<file path="config.mk">
export PLATFORM = sky130hd
export DESIGN_NAME = scan_sel_gen
export DESIGN_NICKNAME = d
export VERILOG_FILES = /design/src/rtl/scan_pkg.sv /design/src/rtl/scan_next_idx.sv /design/src/rtl/scan_sel_gen.sv
export SDC_FILE = /design/constraint.sdc
export NUM_CORES = 1
export LEC_CHECK = 0
export ABC_AREA = 1
export BUFFER_PORTS_ARGS = -buffer_cell sky130_fd_sc_hd__buf_2
export CAP_MARGIN = 40
export CORE_MARGIN = 5
export CORE_UTILIZATION = 51
export DETAILED_ROUTE_END_ITERATION = 10
export PLACE_DENSITY = 0.72
export SLEW_MARGIN = 10
export SYNTH_ARGS = -nofsm -noshare
export SYNTH_HDL_FRONTEND = slang
export SYNTH_SLANG_ARGS = --single-unit
</file>
<file path="constraint.sdc">
create_clock -name SYSCLK -period 2.1 [get_ports SYSCLK]
set_clock_uncertainty 0.05 [all_clocks]
set_input_delay 0 -clock SYSCLK [delete_from_list [all_inputs] [get_ports SYSCLK]]
set_output_delay 0 -clock SYSCLK [all_outputs]
set_load 0.005 [all_outputs]
</file>
<file path="src/rtl/scan_pkg.sv">
// scan_pkg
// Shared definitions for the scan select generator: FSM state encoding and
// the width/count of the scanned output index.
package scan_pkg;

    typedef enum logic [1:0] {
        ST_IDLE  = 2'd0,
        ST_SHOW  = 2'd1,
        ST_BLANK = 2'd2
    } state_t;

    localparam int IDX_W   = 2;
    localparam int NUM_OUT = 4;

endpackage

</file>
<file path="src/rtl/scan_next_idx.sv">
// scan_next_idx
// Rotate-priority search for the next enabled output index.
//   cur_idx  in   current index, the search starts here
//   mask     in   mask[i]=1 means output i may be selected
//   incl_cur in   1 = cur_idx itself is the first candidate,
//                 0 = search starts at cur_idx+1 and cur_idx is tried last
//   nxt_idx  out  first enabled candidate; cur_idx when mask is all zero
module scan_next_idx
    import scan_pkg::*;
(
    input  logic [IDX_W-1:0]   cur_idx,
    input  logic [NUM_OUT-1:0] mask,
    input  logic               incl_cur,
    output logic [IDX_W-1:0]   nxt_idx
);

    logic [IDX_W-1:0] cand;
    logic [IDX_W-1:0] step;
    logic             found;

    // With incl_cur=0 the offsets run 1..4, so the last candidate wraps back
    // onto cur_idx: a single enabled output keeps its index.
    assign step = {1'b0, ~incl_cur};

    always_comb begin
        nxt_idx = cur_idx;
        cand    = '0;
        found   = 1'b0;
        for (int k = 0; k < NUM_OUT; k++) begin
            cand = cur_idx + IDX_W'(k) + step;
            if (!found && mask[cand]) begin
                nxt_idx = cand;
                found   = 1'b1;
            end
        end
    end

endmodule

</file>
<file path="src/rtl/scan_sel_gen.sv">
// scan_sel_gen
// Sequencer for a 2-to-4 decoder: walks the enabled outputs, holding each
// for DWELL_CYCLES with the enable high and separating them with
// BLANK_CYCLES of enable low. The select code only moves while the enable
// is low, so the decoded line never glitches.
//   SYSCLK    in   system clock, rising edge
//   NSYSRESET in   synchronous active-low reset
//   run       in   1 = scan, 0 = hold (enable off, index frozen)
//   mask      in   mask[i]=1 means output i takes part in the scan
//   sel_a     out  select LSB (idx[0])
//   sel_b     out  select MSB (idx[1])
//   sel_en    out  decoder enable
//   idx       out  current output index {sel_b, sel_a}
//   tick      out  one-cycle pulse when the index is advanced in BLANK
//
// state    | meaning
// ---------+-----------------------------------------------
// ST_IDLE  | enable low, waiting for run=1 and a non-zero mask
// ST_SHOW  | enable high, counting out the dwell time
// ST_BLANK | enable low, index advances in the first cycle
module scan_sel_gen
    import scan_pkg::*;
#(
    parameter int DWELL_CYCLES = 1000,
    parameter int BLANK_CYCLES = 2,
    parameter int CNT_W        = 16
) (
    input  logic               SYSCLK,
    input  logic               NSYSRESET,
    input  logic               run,
    input  logic [NUM_OUT-1:0] mask,
    output logic               sel_a,
    output logic               sel_b,
    output logic               sel_en,
    output logic [IDX_W-1:0]   idx,
    output logic               tick
);

    localparam logic [CNT_W-1:0] DWELL_LAST = CNT_W'(DWELL_CYCLES - 1);
    localparam logic [CNT_W-1:0] BLANK_LAST = CNT_W'(BLANK_CYCLES - 1);

    state_t           state, state_nxt;
    logic [CNT_W-1:0] cnt, cnt_nxt;
    logic [IDX_W-1:0] idx_nxt;
    logic [IDX_W-1:0] search_idx;
    logic             tick_nxt;

    // IDLE->SHOW may keep the current index; the BLANK advance must move on.
    scan_next_idx u_next_idx (
        .cur_idx  (idx),
        .mask     (mask),
        .incl_cur (state == ST_IDLE),
        .nxt_idx  (search_idx)
    );

    always_ff @(posedge SYSCLK) begin
        if (!NSYSRESET) begin
            state  <= ST_IDLE;
            cnt    <= '0;
            idx    <= '0;
            sel_en <= 1'b0;
            tick   <= 1'b0;
        end else begin
            state  <= state_nxt;
            cnt    <= cnt_nxt;
            idx    <= idx_nxt;
            sel_en <= (state_nxt == ST_SHOW);
            tick   <= tick_nxt;
        end
    end

    always_comb begin
        state_nxt = state;
        cnt_nxt   = cnt;
        idx_nxt   = idx;
        tick_nxt  = 1'b0;
        case (state)
            ST_IDLE: begin
                if (run && (mask != '0)) begin
                    state_nxt = ST_SHOW;
                    cnt_nxt   = '0;
                    idx_nxt   = search_idx;
                end
            end
            ST_SHOW: begin
                // run=0 takes priority over dwell expiry; counter is left
                // as-is and cleared again on the way back into SHOW.
                if (!run) begin
                    state_nxt = ST_IDLE;
                end else if (cnt == DWELL_LAST) begin
                    state_nxt = ST_BLANK;
                    cnt_nxt   = '0;
                end else begin
                    cnt_nxt = cnt + CNT_W'(1);
                end
            end
            ST_BLANK: begin
                if (!run) begin
                    state_nxt = ST_IDLE;
                end else begin
                    if (cnt == '0) begin
                        idx_nxt  = search_idx;
                        tick_nxt = 1'b1;
                    end
                    if (cnt == BLANK_LAST) begin
                        cnt_nxt   = '0;
                        state_nxt = (mask != '0) ? ST_SHOW : ST_IDLE;
                    end else begin
                        cnt_nxt = cnt + CNT_W'(1);
                    end
                end
            end
            default: begin
                state_nxt = ST_IDLE;
                cnt_nxt   = '0;
            end
        endcase
    end

    assign sel_a = idx[0];
    assign sel_b = idx[1];

endmodule

</file>
; ---- After elaboration in Yosys (flattened, before gate mapping)
; Index checks and enable logic that the tools add are counted.
[totals]
register_bits = 22
elab_cells = 74
input_bits = 7
output_inout_bits = 6
[op_classes]
muxes = 33
bitwise_logic = 1
n_eq_ne = 9
addsub = 8
n_lt_le_gt_ge = 4
reduce_logical = 14
[op_table]
columns = operator, count
row1 = 16-bit two-way mux, 5
row2 = 16-bit case mux with 3 select lines, 1
row3 = 2-bit two-way mux, 12
row4 = 16-bit by 1-bit adder with 16-bit output (second input constant), 1
row5 = 16-bit by 1-bit equality test with 1-bit output (second input constant), 1
row6 = 16-bit by 10-bit equality test with 1-bit output (second input constant), 1
row7 = 16-bit zero test, 1
row8 = 2-bit by 3-bit < comparator with 1-bit output (second input constant), 4
row9 = 1-bit two-way mux, 9
row10 = 2-bit by 1-bit adder with 2-bit output, 4
row11 = 1-bit binary-select mux with 2-bit select, 4
row12 = 2-bit inequality test (second input constant), 4
row13 = 2-bit case mux with 3 select lines, 1
row14 = 3-bit AND reduction, 2
row15 = 2-bit adder (second input constant), 2
row16 = 2-bit by 1-bit equality test with 1-bit output (second input constant), 2
row17 = 1-bit logical AND, 4
row18 = 2-bit case mux with 2 select lines, 1
row19 = 4-bit AND reduction, 1
row20 = 4-bit nonzero test, 1
row21 = 1-bit zero test, 3
row22 = 2-bit by 1-bit adder with 2-bit output (second input constant), 1
row23 = 2-bit equality test (second input constant), 1
row24 = 2-bit zero test, 1
row25 = other kinds (2), 2

; ---- Logic depth before layout (Yosys ltp)
; Gate-level depths: netlist (run 1).
[depth]
depth_word = 18
depth_mapped = 16
depth_no_buf = 16

; ---- Cells and area by module
; Synthesis (run 1) repeated with hierarchy kept, for this count alone.
[unflattened]
cells_unflattened = 291
area_unflattened_um2 = 1806.7
[modules_own_cells]
columns = module, cells_each, seq_area_each_um2, area_each_um2, n_inst
row1 = scan_sel_gen, 211, 440.4, 1400.1, 1
row2 = scan_next_idx, 80, 0.0, 406.6, 1

; ---- Least setup slack after synthesis (run 1)
; Ideal clock, no wire load.
[synth_timing]
kind = reg-to-reg
start = reg state[0]
end = reg idx[0]
stages_incl_launch_ff = 16
slack_ns = 0.114
t_arrival_ns = 1.828
setup_time_ns = 0.109
n_path_buf = 0
synth_period_minus_slack_ns = 1.986
t_required_ns = 1.941
cell_sequence = dfxtp_1 inv_1 ha_1 inv_1 ha_1 inv_2 nand2_1 nand2_1 nand2_1 nand2_2 nand3_2 xor2_1 nand2_1 nand3_1 nand2_1 inv_1
[synth_via]
elab_chain_len = 18
elab_cells_between_ends = 37
classes_between = add/sub (4) / eq/ne (4) / mux (19) / bitwise (1) / reduce/logical (9)
[synth_rtl]
columns = item, line
row1 = from (decl), scan_sel_gen.sv:42  ; state_t state, state_nxt;
row2 = from (signal assigned), scan_sel_gen.sv:64  ; state <= state_nxt;
row3 = 2-bit zero test, "scan_sel_gen.sv:52, scan_sel_gen.sv:77"
row4 = 1-bit inverter, scan_next_idx.sv:23  ; assign step = {1'b0, ~incl_cur};
row5 = 2-bit by 1-bit adder with 2-bit output, scan_next_idx.sv:30  ; cand = cur_idx + IDX_W'(k) + step;
row6 = 1-bit binary-select mux with 2-bit select, scan_next_idx.sv:31  ; if (!found && mask[cand]) begin
row7 = 1-bit two-way mux (not written as such), scan_next_idx.sv:31
row8 = 1-bit two-way mux, scan_next_idx.sv:31
row9 = 1-bit zero test, scan_next_idx.sv:31
row10 = 1-bit logical AND, scan_next_idx.sv:31
row11 = (+2 left out), n/a
row12 = 1-bit logical AND, scan_next_idx.sv:31
row13 = 1-bit two-way mux, scan_next_idx.sv:31
row14 = 1-bit zero test, scan_next_idx.sv:31
row15 = 1-bit logical AND, scan_next_idx.sv:31
row16 = 2-bit two-way mux, scan_next_idx.sv:31
row17 = 2-bit two-way mux, scan_sel_gen.sv:101  ; if (cnt == '0) begin
row18 = 2-bit two-way mux, scan_sel_gen.sv:98  ; if (!run) begin
row19 = 2-bit case mux with 2 select lines, scan_sel_gen.sv:77  ; case (state)
row20 = to (signal assigned), scan_sel_gen.sv:66  ; idx <= idx_nxt;
row21 = to (decl), scan_sel_gen.sv:35  ; output logic [IDX_W-1:0] idx,
; Several ways; a longest one is shown, not always the timed one. The select of a mux whose other input is x is not followed.
; A chain may end at the register's enable or synchronous reset.

; ---- Worst setup path after layout (run 1)
[layout_timing]
start = reg state[1]
end = reg idx[0]
; Same word-level chain as after synthesis.

==> impl_metrics.tcl, run 1 <==
set metrics [dict create \
    sw_frac_of_total_pct 38.9 \
    drc 0 \
    r2r_setup_slack_ps 140 \
    drv_cap 0 \
    syn_area_um2 1710 \
    die-area_um2 4620 \
    internal-power_w 0.000659 \
    min_to "idx[1]$_SDFFE_PN0P_" \
    grt_usage_pct 17.3 \
    clk_latency_ps 310 \
    critPathLaunchType "flip-flop" \
    first_global_vias 1431 \
    cts_buffers 3 \
    die_w_um 68.0 \
    routed_wl_mm 3.66 \
    critPathArrivalTime_ps 2180 \
    fmax_ghz 0.509 \
    die_h_um 68.0 \
    path_common_cell "nand2_1" \
    post_drt_wl_per_cell_um 11.3 \
    clock-sinks 22 \
    seqPwrFrac_pct 41.4 \
    power_leakage_nw 0.874 \
    dr.pass1.iters 4 \
    ys_types 27 \
    tns_ps 0 \
    synth_edf_count 0 \
    irDropWorstVdd_v 0.000294 \
    yosysSeqAreaShare_pct 25.7 \
    crit_fanout 6 \
    crit_chain "inv_1, ha_1, inv_2, ha_4, inv_4, nand2_1, nand2_1, nand3_2, nand2_2, nand3_1, nand3b_1, nand3_1, nand2_1, inv_1" \
    cts-root-buf "clkbuf_4" \
    start_util_pct 52.2 \
    synth_flop_cell "dfxtp_1" \
    grt_max_degree 13 \
    synth_nets 275 \
    final_area_um2 1910 \
    num_rows 21 \
    min_from "mask[2]" \
    rr_endpoint "idx[0]$_SDFFE_PN0P_" \
    dpl_cell_area_um2 1820 \
    overflow 0 \
    layout_common_cells "nand2_1 (75), inv_1 (30), nor2_1 (28), nand3_1 (20), dfxtp_1 (20)" \
    vias_per_cell 4.93 \
    dr.first_iter.drc_count 72 \
    worstMarginPinSlew_ps 265 \
    syn_area_per_cell_um2 6.62 \
    hold_path.class "in2reg" \
    antenna_found_initial 0 \
    ioPinCount 13 \
    drive_gt1_share_pct 20.2 \
    p_per_area_nw_per_um2 565 \
    placedCellCount 316 \
    cts_tree "built" \
    ant_nets 0 \
    period_minus_slack_ps 1960 \
    path_clk_slew_ps 130 \
    hold_violations 0 \
    pwr-share-comb_pct 40.1 \
    ys_seq_elements 22 \
    fin_crit_sh_pct 93.5 \
    clkPwrFrac_pct 18.5 \
    nets 295 \
    final_util_pct 58.1 \
    fin_cells 323 \
    required_ps 2320 \
    timing.rr.start "state[1]$_SDFF_PN0_" \
    worst_path_max_delay_cell "dfxtp_2" \
    p_sw_w 0.000420 \
    slowest_delay_ps 350 \
    grt_pass1_wl_mm 6.27 \
    r2r_cells 14 \
    syn_inst 259 \
    ctsLongestPathBuffers 2 \
    slew_headroom_pct 82.2 \
    maxSlewViolCount 0 \
    core-area_um2 3280 \
    vias 1592 \
    yosysWarnings 0 \
    antenna_cells 0 \
    htreeDepth 1 \
    final_common_cell "nand2_1" \
    status "complete, no violations" \
    io_buffer_count 12 \
    area_growth_pct 11.4 \
    path_class "reg2reg" \
    place_congestion 0.870 \
    hpwl_mm 2.75 \
    setup_viol_count_final 0 \
    synth_async_sr_flop_share_pct 0 \
    hold_depth 7 \
    end_kind "flip-flop" \
]
-- how the worst max path moves through the flow --
stage	slack, ps	start	cells past startpoint	endpoint
final	140	state[1]$_SDFF_PN0_	14	idx[0]$_SDFFE_PN0P_
after global routing	-30	state[1]$_SDFF_PN0_	14	idx[0]$_SDFFE_PN0P_
after CTS	8	state[1]$_SDFF_PN0_	15	idx[0]$_SDFFE_PN0P_
after detailed placement	10	state[0]$_SDFF_PN0_	14	idx[0]$_SDFFE_PN0P_
after global placement	70	state[0]$_SDFF_PN0_	16	idx[1]$_SDFFE_PN0P_
after floorplan	110	state[0]$_SDFF_PN0_	15	idx[0]$_SDFFE_PN0P_
-- registers in the layout (all words and copies together), names as in the netlist --
name    flops
tick        1
sel_en      1
idx         2
state       2
cnt        16
-- per-stage QoR --
stage | hold WS (ps) | power [W] | setup WS, ps
6_report | 268 | 0.00108 | 137
4_1_cts | 252 | 0.00103 | 7.56
3_3_place_gp | 284 | 0.000822 | 74.5
3_5_place_dp | 278 | 0.000828 | 14.7
2_1_floorplan | 105 | 0.000753 | 114
5_1_grt | 334 | 0.00116 | -30.5
-- area by class of cell --
type / count / area, µm²
Clock buffer: 3 / 22.5
Fill cell: 326 / 1380
Inverter: 35 / 134
Multi-Input combinational cell: 198 / 1130
Sequential cell: 22 / 443
Tap cell: 46 / 57.6
Timing Repair Buffer: 19 / 118
-- synth_stat cells, types with 3 or more instances --
cell type | count | area, µm²
a21oi_1 | 8 | 40.0
a21oi_2 | 4 | 35.0
dfxtp_1 | 22 | 440
ha_1 | 9 | 113
inv_1 | 31 | 116
inv_2 | 4 | 15.0
nand2_1 | 76 | 285
nand2_2 | 4 | 25.0
nand2_4 | 4 | 45.0
nand3_1 | 21 | 105
nand3_2 | 3 | 30.0
nand4_1 | 5 | 31.3
nor2_1 | 29 | 109
nor3_1 | 5 | 25.0
nor3_2 | 3 | 30.0
o21ai_0 | 7 | 35.0
xor2_1 | 10 | 87.6
-- critical path, delay by kind of cell (launching register included) --
kind                       cells  cell delay, ps
and+or+nand+nor                8             810
adders and majority gates      2             430
DFF                            1             350
buffers and inverters          4             280
-- routing by layer --
| layer | track usage (%) | up-vias | routed length (µm) | part of all wire, % |
|---|---|---|---|---|
| met4 | 4.47 | 0 | 36 | 0.98 |
| li1 | - | 856 | - | - |
| met1 | 24.0 | 706 | 1800 | 49 |
| met5 | 0 | - | 0 | 0 |
| met2 | 28.8 | 26 | 1730 | 47 |
| met3 | 1.48 | 4 | 101 | 2.8 |
-- cell families after synthesis --
group	Yosys count	synth area share, %
AND/OR/NAND/NOR	158	45.5
flip-flops	22	25.7
buffers and inverters	39	9.42
AO/OA/AOI/OAI	21	7.74
adder cells (fa/ha/maj)	9	6.57
XOR/XNOR	10	5.11
-- repair_timing --
item | CTS | global route
hold buffers | 2 | 0
setup buffers | 0 | 2
pin swaps | 0 | 2
setup endpoints to repair | 1 | 2
gates resized for setup | 2 | 8
hold endpoints to repair | 5 | 0
-- power by group through the flow --
stage                     Clock, W  Sequential, W  Combinational (W)
after floorplan                  0       0.000453           0.000300
after global placement           0       0.000454           0.000368
after detailed placement         0       0.000454           0.000374
after CTS                 0.000208       0.000445           0.000382
after global routing      0.000224       0.000451           0.000490
final                     0.000199       0.000447           0.000433
Note: power is estimated with default switching activity, not from simulation.
==> run 2: changes to the inputs <==
--- a/config.mk
+++ b/config.mk
@@ -15,4 +15,5 @@
 export SLEW_MARGIN = 10
 export SYNTH_ARGS = -nofsm -noshare
 export SYNTH_HDL_FRONTEND = slang
+export SYNTH_HIERARCHICAL = 1
 export SYNTH_SLANG_ARGS = --single-unit
==> run 2 against run 1 <==
Core utilization grew 3.1 points. Critical endpoint is now idx[1]$_SDFFE_PN0P_. Critical path type unchanged. Maximum frequency shrank 3.7%. Total power grew 41%. Design area grew 8.8%. Critical path depth grew 1. Routed wire length grew 10%. Highest routed layer unchanged. Clock-buffer cell count grew 1. Hold slack lost 260 ps. Register-to-register slack lost 80 ps. Die area grew 4.6%.
==> impl_metrics.tcl, run 2 <==
set metrics [dict create \
    overflow 0 \
    yosysTopAreaCell "dfxtp_1" \
    num_rows 21 \
    worstMarginPinSlew_ps 402 \
    syn_inst 291 \
    path_common_cell "nand3_1" \
    ant_nets 0 \
    post_drt_wl_per_cell_um 11.3 \
    syn_area_um2 1810 \
    antenna_cells 0 \
    vias 1773 \
    vias_per_cell 4.94 \
    ioPinCount 13 \
    synth_async_sr_flop_share_pct 0 \
    critPathLaunchType "flip-flop" \
    dr.pass1.iters 4 \
    pwr-share-comb_pct 54.3 \
    top_regs "cnt: 16 flops, idx: 2 flops, state: 2 flops" \
    nets 330 \
    drive_gt1_share_pct 28.1 \
    p_per_area_nw_per_um2 734 \
    period_minus_slack_ps 2040 \
    hold_depth 5 \
    seqPwrFrac_pct 30.2 \
    synth_most_common_cell "nand2_1" \
    syn_area_per_cell_um2 6.21 \
    setup_viol_count_final 0 \
    hpwl_mm 3.07 \
    synth_flop_cell "dfxtp_1" \
    fmax_ghz 0.490 \
    die_h_um 69.5 \
    antenna_found_initial 0 \
    final_common_cell "nand2_1" \
    hold_path.class "in2reg" \
    grt_usage_pct 17.8 \
    synth_area_leaders "dfxtp_1 (24%), nand2_1 (18%), nand3_1 (7.2%)" \
    synth_top_area_share_pct 24.4 \
    cts_tree "built" \
    area_growth_pct 15.0 \
    die-area_um2 4830 \
    status "complete, no violations" \
    ys_seq_elements 22 \
    irDropWorstVdd_v 0.000366 \
    internal-power_w 0.000847 \
    r2r_cells 15 \
    path_class "reg2reg" \
    slowest_delay_ps 360 \
    multi_input_area_um2 1240 \
    core-area_um2 3390 \
    cp.buffers_inverters 3 \
    hold_violations 0 \
    nFillCells 318 \
    synth_edf_count 0 \
    ys_types 28 \
    routed_wl_mm 4.04 \
    cts-root-buf "clkbuf_4" \
    maxSlewViolCount 0 \
    clk_latency_ps 310 \
    required_ps 2300 \
    path_clk_slew_ps 130 \
    regArea_um2 443 \
    regMostFlops "cnt" \
    slew_headroom_pct 73.1 \
    layout_common_cells "nand2_1 (83), nor2_1 (32), inv_1 (29), nand3_1 (25), nand2_2 (21)" \
    worst_path_max_delay_cell "dfxtp_2" \
    r2r_setup_slack_ps 60 \
    sw_frac_of_total_pct 44.5 \
    die_w_um 69.5 \
    p_sw_w 0.000678 \
    clkPwrFrac_pct 15.5 \
    critPathTopFamily "simple AND/OR/NAND/NOR gates" \
    finalPower_w 0.00152 \
    clock-sinks 22 \
    htreeDepth 1 \
    drc 0 \
    critPathArrivalTime_ps 2240 \
    end_kind "flip-flop" \
    start_util_pct 53.3 \
    fin_crit_sh_pct 97.1 \
    crit_chain "inv_2, ha_4, ha_4, inv_6, nand2_2, nand2_2, nand2_1, nand2_2, inv_2, nand3_1, nand3_1, nand3_1, nand2_1, nand3_1, a21oi_2" \
    tns_ps 0 \
    rsz0062_at_grt "true" \
    yosysWarnings 6 \
    yosysSeqAreaShare_pct 24.4 \
    cts_buffers 3 \
    largest_reg_flops 16 \
    crit_fanout 8 \
    ctsLongestPathBuffers 2 \
    first_global_vias 1702 \
    synth_nets 307 \
    dr.first_iter.drc_count 98 \
    power_leakage_nw 1.00 \
    yosys-top-cells-count "nand2_1 (88), inv_1 (33), nor2_1 (32)" \
    crit_cells 15 \
    drv_cap 0 \
    grt_pass1_wl_mm 7.26 \
    place_congestion 0.863 \
    grt_max_degree 13 \
    io_buffer_count 12 \
]
-- run 2: cell types whose count changed after synthesis, moves of 3 or more --
cell     delta
xor2_1      -5
nor2_2     +11
nor3_2      -3
a21oi_2     -4
nand2_1    +12
nand2_2    +14
nor2_1      +3
nand3_1     +5
a21oi_1     -5
-- run 2: layout make-up --
cell class / instances / share of cell area, %
Sequential cell: 22 / 21.3
Inverter: 39 / 7.29
Tap cell: 46 / 2.77
Multi-Input combinational cell: 225 / 59.7
Clock buffer: 4 / 1.75
Timing Repair Buffer: 23 / 7.17
-- run 2: timing repair --
action	CTS	global route
buffers inserted	0	2
resized for setup	5	20
hold buffers	1	0
setup endpoints to repair	2	6
pin swaps	2	11
endpoints found under the hold margin	5	0
-- run 2: final timing paths --
kind	from	to
worst max-delay path	state[1]$_SDFF_PN0_	idx[1]$_SDFFE_PN0P_
worst min-delay path	run	state[0]$_SDFF_PN0_
worst min register to register	cnt[0]$_SDFFE_PN0P_	cnt[0]$_SDFFE_PN0P_
worst max register to register	state[1]$_SDFF_PN0_	idx[1]$_SDFFE_PN0P_
-- run 2: kinds of logic after synthesis --
group                    synth area share [%]
buffers and inverters                    11.2
AND/OR/NAND/NOR                          50.0
AO/OA/AOI/OAI                            5.75
flip-flops                               24.4
XOR/XNOR                                 2.42
adder cells (fa/ha/maj)                  6.23
-- run 2: worst reg2reg max path, delay by kind of cell, from the launching register on --
family | cells | cell delay, ps
AO/OA/AOI/OAI | 1 | 180
adder cells (fa/ha/maj) | 2 | 500
buffers and inverters | 3 | 180
flip-flops | 1 | 360
AND/OR/NAND/NOR | 9 | 720
-- run 2: layer usage --
| metal | up-vias | global-route usage [%] | share of wire (%) |
|---|---|---|---|
| li1 | 944 | - | - |
| met2 | 34 | 32.3 | 50 |
| met3 | 9 | 3.19 | 3.4 |
| met1 | 786 | 20.9 | 45 |
| met5 | - | 0 | 0 |
| met4 | 0 | 6.07 | 1.2 |
-- run 2: metrics by stage --
step	hold slack (ps)	cells	util [%]	setup slack (ps)	area, µm²
after global placement	278	352	57.0	-61.6	1930
final	9.42	359	61.3	61.1	2080
after floorplan	88.5	291	-	41.7	1810
after global routing	53.6	359	61.3	-107	2080
after detailed placement	284	352	57.0	-111	1930
after CTS	7.56	357	59.3	2.54	2010
-- run 2: power groups by stage --
stage	Clock [W]	Combinational (W)	Sequential (W)
2_1_floorplan	0	0.000600	0.000474
3_3_place_gp	0	0.000724	0.000468
3_5_place_dp	0	0.000727	0.000471
4_1_cts	0.000250	0.000768	0.000461
5_1_grt	0.000272	0.000920	0.000465
6_report	0.000236	0.000828	0.000461
==> run 3: changes to the inputs <==
--- a/config.mk
+++ b/config.mk
@@ -7,11 +7,13 @@
 export LEC_CHECK = 0
 export ABC_AREA = 1
 export BUFFER_PORTS_ARGS = -buffer_cell sky130_fd_sc_hd__buf_2
-export CAP_MARGIN = 40
+export CAP_MARGIN = 20
 export CORE_MARGIN = 5
 export CORE_UTILIZATION = 51
 export DETAILED_ROUTE_END_ITERATION = 10
+export GPL_ROUTABILITY_DRIVEN = 0
 export PLACE_DENSITY = 0.72
+export RECOVER_POWER = 100
 export SLEW_MARGIN = 10
 export SYNTH_ARGS = -nofsm -noshare
 export SYNTH_HDL_FRONTEND = slang
==> run 3 against run 2 <==
First-iteration DRC count stayed put. Core utilization is 0.15 points lower. Highest routed layer unchanged. Via count is 0.11% higher. Largest cell class unchanged. Sequential share of layout area is 0.051 points higher. Critical path depth stayed put. Sequential power hardly changed. Design area is 0.24% lower. Die area stayed put. Setup slack worse by 0.57 ps. Combinational power is 0.6% lower. Critical path type unchanged.
==> impl_metrics.tcl, run 3 (synthesis results as in run 2) <==
set metrics [dict create \
    status "complete, no violations" \
    ant_nets 0 \
    num_rows 21 \
    rsz0062_at_grt "true" \
    irDropWorstVdd_v 0.000366 \
    grt_max_degree 13 \
    dr.pass1.iters 4 \
    cts_buffers 3 \
    path_clk_slew_ps 130 \
    first_global_vias 1702 \
    internal-power_w 0.000841 \
    final.setup.worst_slack_ps 60.5 \
    end_kind "flip-flop" \
    ctsLongestPathBuffers 2 \
    fmax_ghz 0.490 \
    vias 1775 \
    p_per_area_nw_per_um2 733 \
    start_util_pct 53.3 \
    path_class "reg2reg" \
    dr.first_iter.drc_count 98 \
    area_growth_pct 14.7 \
    top_regs "cnt: 16 flops, idx: 2 flops, state: 2 flops" \
    drive_gt1_share_pct 27.5 \
    critPathArrivalTime_ps 2240 \
    regMostFlops "cnt" \
    cts-root-buf "clkbuf_4" \
    place_ws_ps -111 \
    largest_reg_flops 16 \
    hpwl_mm 3.07 \
    drv_cap 0 \
    pwr-share-comb_pct 54.2 \
    fin_crit_sh_pct 97.1 \
    core-area_um2 3390 \
    clock-sinks 22 \
    grt_pass1_wl_mm 7.26 \
    seqPwrFrac_pct 30.3 \
    overflow 0 \
    routed_wl_mm 4.04 \
    crit_fanout 8 \
    antenna_cells 0 \
    setup_viol_count_final 0 \
    die-area_um2 4830 \
    final_common_cell "nand2_1" \
    grt_usage_pct 17.8 \
    clkPwrFrac_pct 15.5 \
    power_leakage_nw 0.996 \
    nets 330 \
    sw_frac_of_total_pct 44.6 \
    vias_per_cell 4.94 \
    ioPinCount 13 \
    layout_common_cells "nand2_1 (83), nor2_1 (32), inv_1 (29), nand3_1 (25), nand2_2 (21)" \
    die_w_um 69.5 \
    post_drt_wl_per_cell_um 11.3 \
    timing.hold.ws_ps 9.42 \
    maxSlewViolCount 0 \
    drc 0 \
    hold_violations 0 \
    antenna_found_initial 0 \
    clk_latency_ps 310 \
    period_minus_slack_ps 2040 \
    cts_tree "built" \
    htreeDepth 1 \
    hold_path.class "in2reg" \
    die_h_um 69.5 \
    p_sw_w 0.000678 \
    slew_headroom_pct 73.1 \
    required_ps 2300 \
    critPathLaunchType "flip-flop" \
    io_buffer_count 12 \
    worstMarginPinSlew_ps 402 \
]
==> run 3: critical path, cell delays in order (launching register included) <==
cell and delay [ps]:
dfxtp_2 360, inv_2 50, ha_4 170, ha_4 330, inv_6 60, nand2_2 70, nand2_2 70, nand2_1 80
nand2_2 70, inv_2 70, nand3_1 90, nand3_1 90, nand3_1 80, nand2_1 70, nand3_1 100, a21oi_2 180
==> run 3: worst paths after layout <==
check,from,to,slack (ps),cells after the start
min,run,state[0]$_SDFF_PN0_,9,5
max reg2reg,state[1]$_SDFF_PN0_,idx[1]$_SDFFE_PN0P_,60,15
max,state[1]$_SDFF_PN0_,idx[1]$_SDFFE_PN0P_,60,15
min reg2reg,cnt[0]$_SDFFE_PN0P_,cnt[0]$_SDFFE_PN0P_,490,2
==> run 3: layout make-up <==
class,count,area (µm²)
multi-input combinational,225,1240
sequential,22,443
tap,46,57.6
inverter,39,151
clock buffer,4,36.3
fill,319,1320
timing repair buffer,23,144
==> run 3: power groups by stage <==
stage / combinational (W) / clock, W / sequential, W
floorplan: 0.000600 / 0 / 0.000474
global placement: 0.000724 / 0 / 0.000468
detailed placement: 0.000727 / 0 / 0.000471
CTS: 0.000768 / 0.000250 / 0.000461
global route: 0.000914 / 0.000272 / 0.000465
finish: 0.000823 / 0.000236 / 0.000461
==> run 3: timing repair <==
| item | CTS | global route |
|---|---|---|
| endpoints found under the setup margin | 2 | 6 |
| buffers inserted | 0 | 2 |
| hold buffers | 1 | 0 |
| gates resized for setup | 5 | 20 |
| endpoints found under the hold margin | 5 | 0 |
| pin swaps | 2 | 11 |
==> run 3: metrics by stage <==
| stage | TNS, ps | area [µm²] | utilization, % | std cells | power, W |
|---|---|---|---|---|---|
| 2_1_floorplan | 0 | 1810 | - | 291 | 0.00107 |
| 3_3_place_gp | -77.9 | 1930 | 57.0 | 352 | 0.00119 |
| 3_5_place_dp | -213 | 1930 | 57.0 | 352 | 0.00120 |
| 4_1_cts | 0 | 2010 | 59.3 | 357 | 0.00148 |
| 5_1_grt | -121 | 2070 | 61.1 | 359 | 0.00165 |
| 6_report | 0 | 2070 | 61.1 | 359 | 0.00152 |
==> run 3: metal layers <==
metal / GRT usage (%) / routed length (µm) / up-vias
li1: - / - / 944
met1: 20.9 / 1810 / 786
met2: 32.3 / 2040 / 36
met3: 3.19 / 138 / 9
met4: 6.07 / 50 / 0
met5: 0 / 0 / -
